[src/rtl/ir_nec_decode.sv]
// NEC IR frame decoder: validates raw 32-bit frames, tracks a pressed key,
// reports repeats and releases a held key after an idle timeout.
//
// Handshake: ready and rep are single-cycle strobes with no back-pressure.
// burst is sampled only in a cycle where ready=1. ready wins over rep when
// both are high. Every output is registered and reflects the event one cycle
// after the strobe.
module ir_nec_decode #(
  parameter int unsigned RELEASE_CYCLES = 12_000_000,
  parameter logic        ADDR_FILTER_EN = 1'b1,
  parameter logic [7:0]  MY_ADDR        = 8'h10
) (
  input  logic        clk,
  input  logic        rst_n,
  input  logic [31:0] burst,
  input  logic        ready,
  input  logic        rep,
  output logic [7:0]  addr,
  output logic [7:0]  cmd,
  output logic        key_valid,
  output logic        key_rpt,
  output logic        key_held,
  output logic        key_rel,
  output logic        err,
  output logic [7:0]  err_cnt
);

  typedef enum logic {
    IDLE    = 1'b0,
    PRESSED = 1'b1
  } state_t;

  // Timer value on which the release fires (timer counts quiet cycles from 0).
  localparam logic [31:0] REL_LAST = 32'(RELEASE_CYCLES - 1);

  state_t      state_q, state_d;
  logic [31:0] timer_q, timer_d;
  logic [7:0]  addr_q, addr_d;
  logic [7:0]  cmd_q, cmd_d;
  logic [7:0]  err_cnt_q, err_cnt_d;
  logic        key_valid_q, key_valid_d;
  logic        key_rpt_q, key_rpt_d;
  logic        key_rel_q, key_rel_d;
  logic        err_q, err_d;
  logic        frame_ok;

  // Frame check: both complement pairs must match, plus optional address filter.
  always_comb begin
    frame_ok = (burst[23:16] == ~burst[31:24]) &&
               (burst[15:8]  == ~burst[7:0])   &&
               ((ADDR_FILTER_EN == 1'b0) || (burst[23:16] == MY_ADDR));
  end

  // Next-state and output logic; a frame strobe takes priority over everything.
  always_comb begin
    state_d     = state_q;
    timer_d     = timer_q;
    addr_d      = addr_q;
    cmd_d       = cmd_q;
    err_cnt_d   = err_cnt_q;
    key_valid_d = 1'b0;
    key_rpt_d   = 1'b0;
    key_rel_d   = 1'b0;
    err_d       = 1'b0;

    if (ready) begin
      if (frame_ok) begin
        addr_d      = burst[23:16];
        cmd_d       = burst[15:8];
        key_valid_d = 1'b1;
        timer_d     = '0;
        state_d     = PRESSED;
      end else begin
        // Rejected frame freezes state, key and timer; only the error path moves.
        err_d = 1'b1;
        if (err_cnt_q != 8'hFF) begin
          err_cnt_d = err_cnt_q + 8'd1;
        end
      end
    end else if (state_q == PRESSED) begin
      if (rep) begin
        key_rpt_d = 1'b1;
        timer_d   = '0;
      end else if (timer_q == REL_LAST) begin
        key_rel_d = 1'b1;
        timer_d   = '0;
        state_d   = IDLE;
      end else begin
        timer_d = timer_q + 32'd1;
      end
    end
  end

  // State and output registers; reset clears everything without a release pulse.
  always_ff @(posedge clk or negedge rst_n) begin
    if (!rst_n) begin
      state_q     <= IDLE;
      timer_q     <= '0;
      addr_q      <= '0;
      cmd_q       <= '0;
      err_cnt_q   <= '0;
      key_valid_q <= 1'b0;
      key_rpt_q   <= 1'b0;
      key_rel_q   <= 1'b0;
      err_q       <= 1'b0;
    end else begin
      state_q     <= state_d;
      timer_q     <= timer_d;
      addr_q      <= addr_d;
      cmd_q       <= cmd_d;
      err_cnt_q   <= err_cnt_d;
      key_valid_q <= key_valid_d;
      key_rpt_q   <= key_rpt_d;
      key_rel_q   <= key_rel_d;
      err_q       <= err_d;
    end
  end

  // key_held is the FSM state itself, so it doubles as the state debug view.
  always_comb begin
    addr      = addr_q;
    cmd       = cmd_q;
    err_cnt   = err_cnt_q;
    key_valid = key_valid_q;
    key_rpt   = key_rpt_q;
    key_rel   = key_rel_q;
    err       = err_q;
    key_held  = (state_q == PRESSED);
  end

endmodule

[config.mk]
export PLATFORM = sky130hd
export DESIGN_NAME = ir_nec_decode
export DESIGN_NICKNAME = d
export VERILOG_FILES = /design/src/rtl/ir_nec_decode.sv
export SDC_FILE = /design/constraint.sdc
export NUM_CORES = 1
export LEC_CHECK = 0
export ABC_AREA = 1
export CORE_ASPECT_RATIO = 2
export CORE_MARGIN = 3
export CORE_UTILIZATION = 49
export CTS_CLUSTER_DIAMETER = 150
export DETAILED_ROUTE_END_ITERATION = 8
export HOLD_SLACK_MARGIN = 0.1
export PLACE_DENSITY = 0.82
export SLEW_MARGIN = 0
export SYNTH_ARGS = -nofsm -noshare
export SYNTH_HDL_FRONTEND = slang
export SYNTH_SLANG_ARGS = --single-unit
[constraint.sdc]
create_clock -name clk -period 1.39 [get_ports clk]
set_input_delay 0.278 -clock clk [delete_from_list [all_inputs] [get_ports clk]]
set_output_delay 0.278 -clock clk [all_outputs]
set_load 0.02 [all_outputs]
Yosys cells after proc, flatten, opt, wreduce, memory -nomap -nowiden
Index checks and enable logic that the tools add are counted.
Widths: inputs -> output; s select.

word-level totals
  register bits = 61
  logic and storage cells = 47

cells by class
  add/sub/neg operators = 2
  eq/ne operators = 6
  multiplexer cells = 21
  bitwise logic cells = 3
  reduce and logical (&&, ||, !) cells = 6

operator list
  cell                   number
  $mux 32                5
  $add 32x1->32 const B  1
  $eq 32x24->1 const B   1
  $eq 8x8->1             2
  $mux 1                 16
  $not 8->8              2
  $add 8x1->8 const B    1
  $eq 8x5->1 const B     1
  $ne 8x8->1 const B     1
  $reduce_and 2->1       2
  $reduce_and 3->1       1
  $logic_and 1x1->1      2
  $ne 2x1->1 const B     1
  $reduce_bool 2->1      1
  $not 1->1              1

Longest topological paths before layout
  word-level depth = 6
  gate-level depth with buffers = 12
  gate-level depth less buffers = 10

Worst setup path after synthesis
No wires, ideal clock.

  path kind = register -> register
  start point = register err_cnt_q[0], in the netlist err_cnt[0]
  end point = register err_cnt_q[2], in the netlist err_cnt[2]
  library setup time = 0.067 ns
  arrival = 1.470 ns
  required time = 1.323 ns
  path slack = -0.147 ns
  stages on the path, launching flop included = 8
  cells stage by stage = dfrtp_1 ha_1 nand3_1 nor2_1 nand3_1 nand3_2 nand2_1 nand2_1

on the way
  word-level cells in the longest chain between the ends = 2
  elaborated cells between the ends (all ways) = 3

RTL lines
  item                                                 RTL line  RTL
  start: declaration                                   40        logic [7:0] err_cnt_q, err_cnt_d;
  start signal: assignment                             111       err_cnt_q <= err_cnt_d;
  branches (longest 2 deep; another with $add 8x1->8)  -

Several ways; the timed one is not identified.
A chain may end at the register's enable or synchronous reset.

Final worst setup path
  start point = register timer_q[5]
  end point = register timer_q[13]

on the way
  word-level cells in the longest chain between the ends = 5
  elaborated cells between the ends (all ways) = 6

RTL lines
  item                                                  RTL line  RTL
  start: declaration                                    37        logic [31:0] timer_q, timer_d;
  start signal: assignment                              108       timer_q <= timer_d;
  $add 32x1->32 / $eq 32x24->1 (equally long branches)  89, 84
  $mux 32 (*)                                           84        end else if (timer_q == REL_LAST) begin
  $mux 32 (*)                                           81        if (rep) begin
  $mux 32 (*)                                           80        end else if (state_q == PRESSED) begin
  $mux 32 (*)                                           66        if (ready) begin

Mark *: on every way between the ends. The rest lies on a longest branch, timed or not. The select of a mux whose other input is x is not followed.

==> impl_results.rst <==
.. list-table::
   :header-rows: 1

   * - Metric
     - Value
   * - Run status
     - complete, but fails checks
   * - Violations in the final reports
     - negative setup slack
   * - Endpoint of the worst hold path
     - cmd[2]
   * - Number of input and output port buffers inserted
     - 64
   * - Cell count of the worst reg-to-reg path
     - 10
   * - Final critical-path required period
     - 1800 ps
   * - Worst Hold Slack
     - 232 ps
   * - Cell with the largest stage delay on the worst path
     - dfrtp_1
   * - Maximum clock path buffer count
     - 2
   * - Startpoint of the most critical hold path
     - burst[10]
   * - Count of max-cap constraint violations
     - 0
   * - Sequential share of the synthesized area
     - 0.382
   * - EDFF count, synth
     - 0
   * - Critical path class
     - reg2reg
   * - Layer with the highest usage after global routing
     - met2
   * - Clock latency on the worst-skew pair
     - 340 ps
   * - Mux cell area share after synthesis
     - 0
   * - Adder-cell share of the synthesized area
     - 0.00627
   * - Boundary pin count
     - 65
   * - Leakage power total
     - 3.52 nW
   * - Dominant combinational cell family by area after synthesis
     - simple AND/OR/NAND/NOR gates
   * - Sort of element at the end of the critical path
     - flop
   * - Rows
     - 46
   * - Synthesized instance count
     - 563
   * - Hold Fails Final Rpt
     - 0
   * - Nets in the synthesized netlist
     - 601
   * - Final Skew
     - 7.41 ps
   * - Final wirelength
     - 19.9 mm
   * - Layout overhead on the synthesized area
     - 68.8%
   * - Vias in the first global route
     - 5255
   * - Post-route setup slack
     - -410 ps
   * - Detailed-placement wirelength estimate
     - 9.77 mm
   * - Peak clock frequency supported by timing
     - 0.555 GHz
   * - Worst R2R Setup Slack
     - -410 ps
   * - Clock transition at path regs
     - 60 ps
   * - Worst IR Drop VDD
     - 1.01 mV
   * - Detailed-route DRC error count
     - 0
   * - Syn_area_per_cell
     - 7.09 sq um
   * - Synth cell count leaders
     - 195 x nand2_1, 69 x nor2_1, 66 x nand3_1
   * - # nets final
     - 802
   * - Share of flip-flops with an asynchronous set or reset after synthesis
     - 1.00
   * - Cell-by-cell trace of the critical path
     - buf_4, buf_4, nand2_1, nor2_4, nand2_1, nor2_1, buf_4, xor2_1, nand2_1, nand2_1
   * - Period utilization
     - 1.30
   * - Max FO, Critical Path
     - 3
   * - Vias
     - 5451
   * - Count of antenna diodes in the layout
     - 0
   * - Seq cells post-synth
     - 61
   * - H-tree Lvls
     - 3
   * - Slowest Stage Delay on Critical Path
     - 420 ps
   * - Met2 Usage GRT
     - 0.654
   * - Fill cell instance count of the final layout
     - 376
   * - TritonRoute pass-1 iters
     - 6
   * - Worst R2R Start
     - timer_q[5]
   * - Area enclosed by the die boundary
     - 0.00933 sq mm
   * - Leading cell type by number of instances after synthesis
     - nand2_1
   * - Compound-gate portion of the synthesized area
     - 0.0270
   * - Critical path data arrival time
     - 2070 ps
   * - Worst min-delay path category
     - in2reg
   * - Routing usage on met3
     - 0.0733
   * - Number of warning messages in the yosys log
     - 0
   * - Count of pins over their slew limit
     - 0
   * - Share of the synthesized netlist area taken by xor and xnor gates
     - 0.0351
   * - Actual transition at the worst max-transition pin
     - 532 ps
   * - TritonCTS clock tree
     - done
   * - Simple-Gate Fraction of Synth Area
     - 0.469
   * - Final setup violation count
     - 52
   * - Overall die height
     - 134 microns
   * - Critical path data required time
     - 1660 ps
   * - Category of the worst setup path launch point
     - flop
   * - Number of sinks on the clock net
     - 61
   * - TritonCTS buffer count
     - 9
   * - Number of antenna violations at the first check in global routing
     - 0
   * - Fraction of final layout cells with drive strength greater than 1
     - 0.463
   * - Combined global-route utilization of all metal layers
     - 0.366
   * - Horizontal extent of the die
     - 69.8 microns
   * - Cell type with the largest total area after synthesis
     - dfrtp_1
   * - First-pass GRT wire length
     - 26.2 mm
   * - Worst hold path cell count
     - 3
   * - Reg2reg end
     - timer_q[13]
   * - Synth area leaders
     - dfrtp_1 38%, nand2_1 18%, nand3_1 8.3%
   * - Portion of synthesized cell area occupied by the leading cell type
     - 0.382
   * - Top cell by count, worst path
     - nand2_1
   * - Average detailed-routed wire length per instance
     - 23.0 microns
   * - Clock root buffer
     - clkbuf_16
   * - Netlist Area Pre-Place
     - 0.00399 sq mm
   * - Non-Filler Instances
     - 865
   * - Unrepaired setup endpoints after global routing
     - true
   * - Number of distinct library cells after synthesis
     - 42
   * - Maximum number of pins on one net before global-route repair
     - 62
   * - Max_slew headroom
     - 0.643
   * - Most used DFF post-synth
     - dfrtp_1
   * - Met1 routing resource usage after global routing
     - 0.346
   * - Std-Cell Core Area
     - 0.00794 sq mm
   * - Power density over the cells
     - 802 mW/mm^2
   * - Final GP Congestion
     - 0.965
   * - Placed Cells
     - 803
   * - Final antenna-violating net count
     - 0
   * - Starting DRT DRC Count
     - 599
   * - Effective utilization at floorplan
     - 0.503
   * - Total congestion overflow after global routing
     - 0
   * - Vias per std cell
     - 6.30
==> per-stage QoR <==
| step | setup WS [ps] | cell area (sq um) | power, mW | util | setup TNS, ps |
|---|---|---|---|---|---|
| 2_1_floorplan | -3.28 | 4010 | 2.25 | - | -5.54 |
| 3_3_place_gp | -545 | 5450 | 2.65 | 0.686 | -30210 |
| 3_5_place_dp | -632 | 5450 | 2.69 | 0.686 | -34410 |
| 4_1_cts | -221 | 6340 | 5.19 | 0.799 | -4890 |
| 5_1_grt | -420 | 6740 | 5.53 | 0.848 | -13010 |
| 6_report | -410 | 6740 | 5.40 | 0.848 | -11220 |
==> registers in the layout, indices dropped and copies added, names as in the netlist <==
register and count:
timer_q 32, addr 8, cmd 8, err_cnt 8
err 1, key_held 1, key_rel 1, key_rpt 1
key_valid 1
==> worst max-delay path by stage <==
| stage | startpoint | end | slack [ps] | cells past startpoint |
|---|---|---|---|---|
| finish | timer_q[5] | timer_q[13] | -410 | 10 |
| global route | timer_q[5] | timer_q[13] | -420 | 10 |
| CTS | timer_q[0] | timer_q[30] | -220 | 10 |
| detailed placement | burst[20] | timer_q[26] | -630 | 9 |
| global placement | burst[19] | timer_q[3] | -550 | 9 |
| floorplan | timer_q[2] | timer_q[24] | -3 | 10 |
==> power by group <==
group | switching, mW | internal (mW)
registers | 0.118 | 1.85
logic | 0.531 | 0.369
clock network | 0.904 | 1.63
==> repair_timing <==
item,in CTS,in global routing
buffers inserted,25,14
setup endpoints to repair,87,62
hold endpoints to repair,61,0
pin swaps,48,81
gates cloned,7,1
hold buffers,1,0
gates resized for setup,186,149
==> critical path: cells and delay by family, from the launching register on <==
| family | cells | cell delay, ps |
|---|---|---|
| xor+xnor | 1 | 240 |
| flops | 1 | 420 |
| simple gates | 6 | 650 |
| buf+inv | 3 | 430 |
==> per-layer routing <==
metal	up-vias	part of all wire
met3	214	0.081
met4	0	0.11
met1	2560	0.30
met2	473	0.51
li1	2204	-
met5	-	0
==> area by class of cell <==
cell class | count | area, sq um | area share
clock buffers | 10 | 239 | 0.0355
clock inverters | 6 | 93.8 | 0.0139
inverters | 58 | 230 | 0.0342
multi-input cells | 434 | 2720 | 0.404
flip-flops and latches | 61 | 1530 | 0.228
well taps | 96 | 120 | 0.0178
repair buffers | 200 | 1800 | 0.267
==> layout by cell type, fill, tap and decap left out, types with 18 or more instances in the layout <==
cell type,synthesis,layout
nor2_4,5,21
nor2_2,6,22
dlygate4sd2_1,0,24
buf_4,1,107
dfrtp_1,61,55
inv_1,54,40
nand3_2,9,21
nor2_1,69,37
nand4_1,18,18
nand2_2,6,36
nand3_1,66,48
nand2_1,195,157
==> kinds of logic after synthesis <==
logic type,count (synthesis)
adders and majority gates,2
buffers and inverters,70
xor gates and xnor gates,16
DFF,61
and+or+nand+nor,398
AOI/OAI and AO/OA,16
No activity file was read; power rests on OpenSTA's default activity.
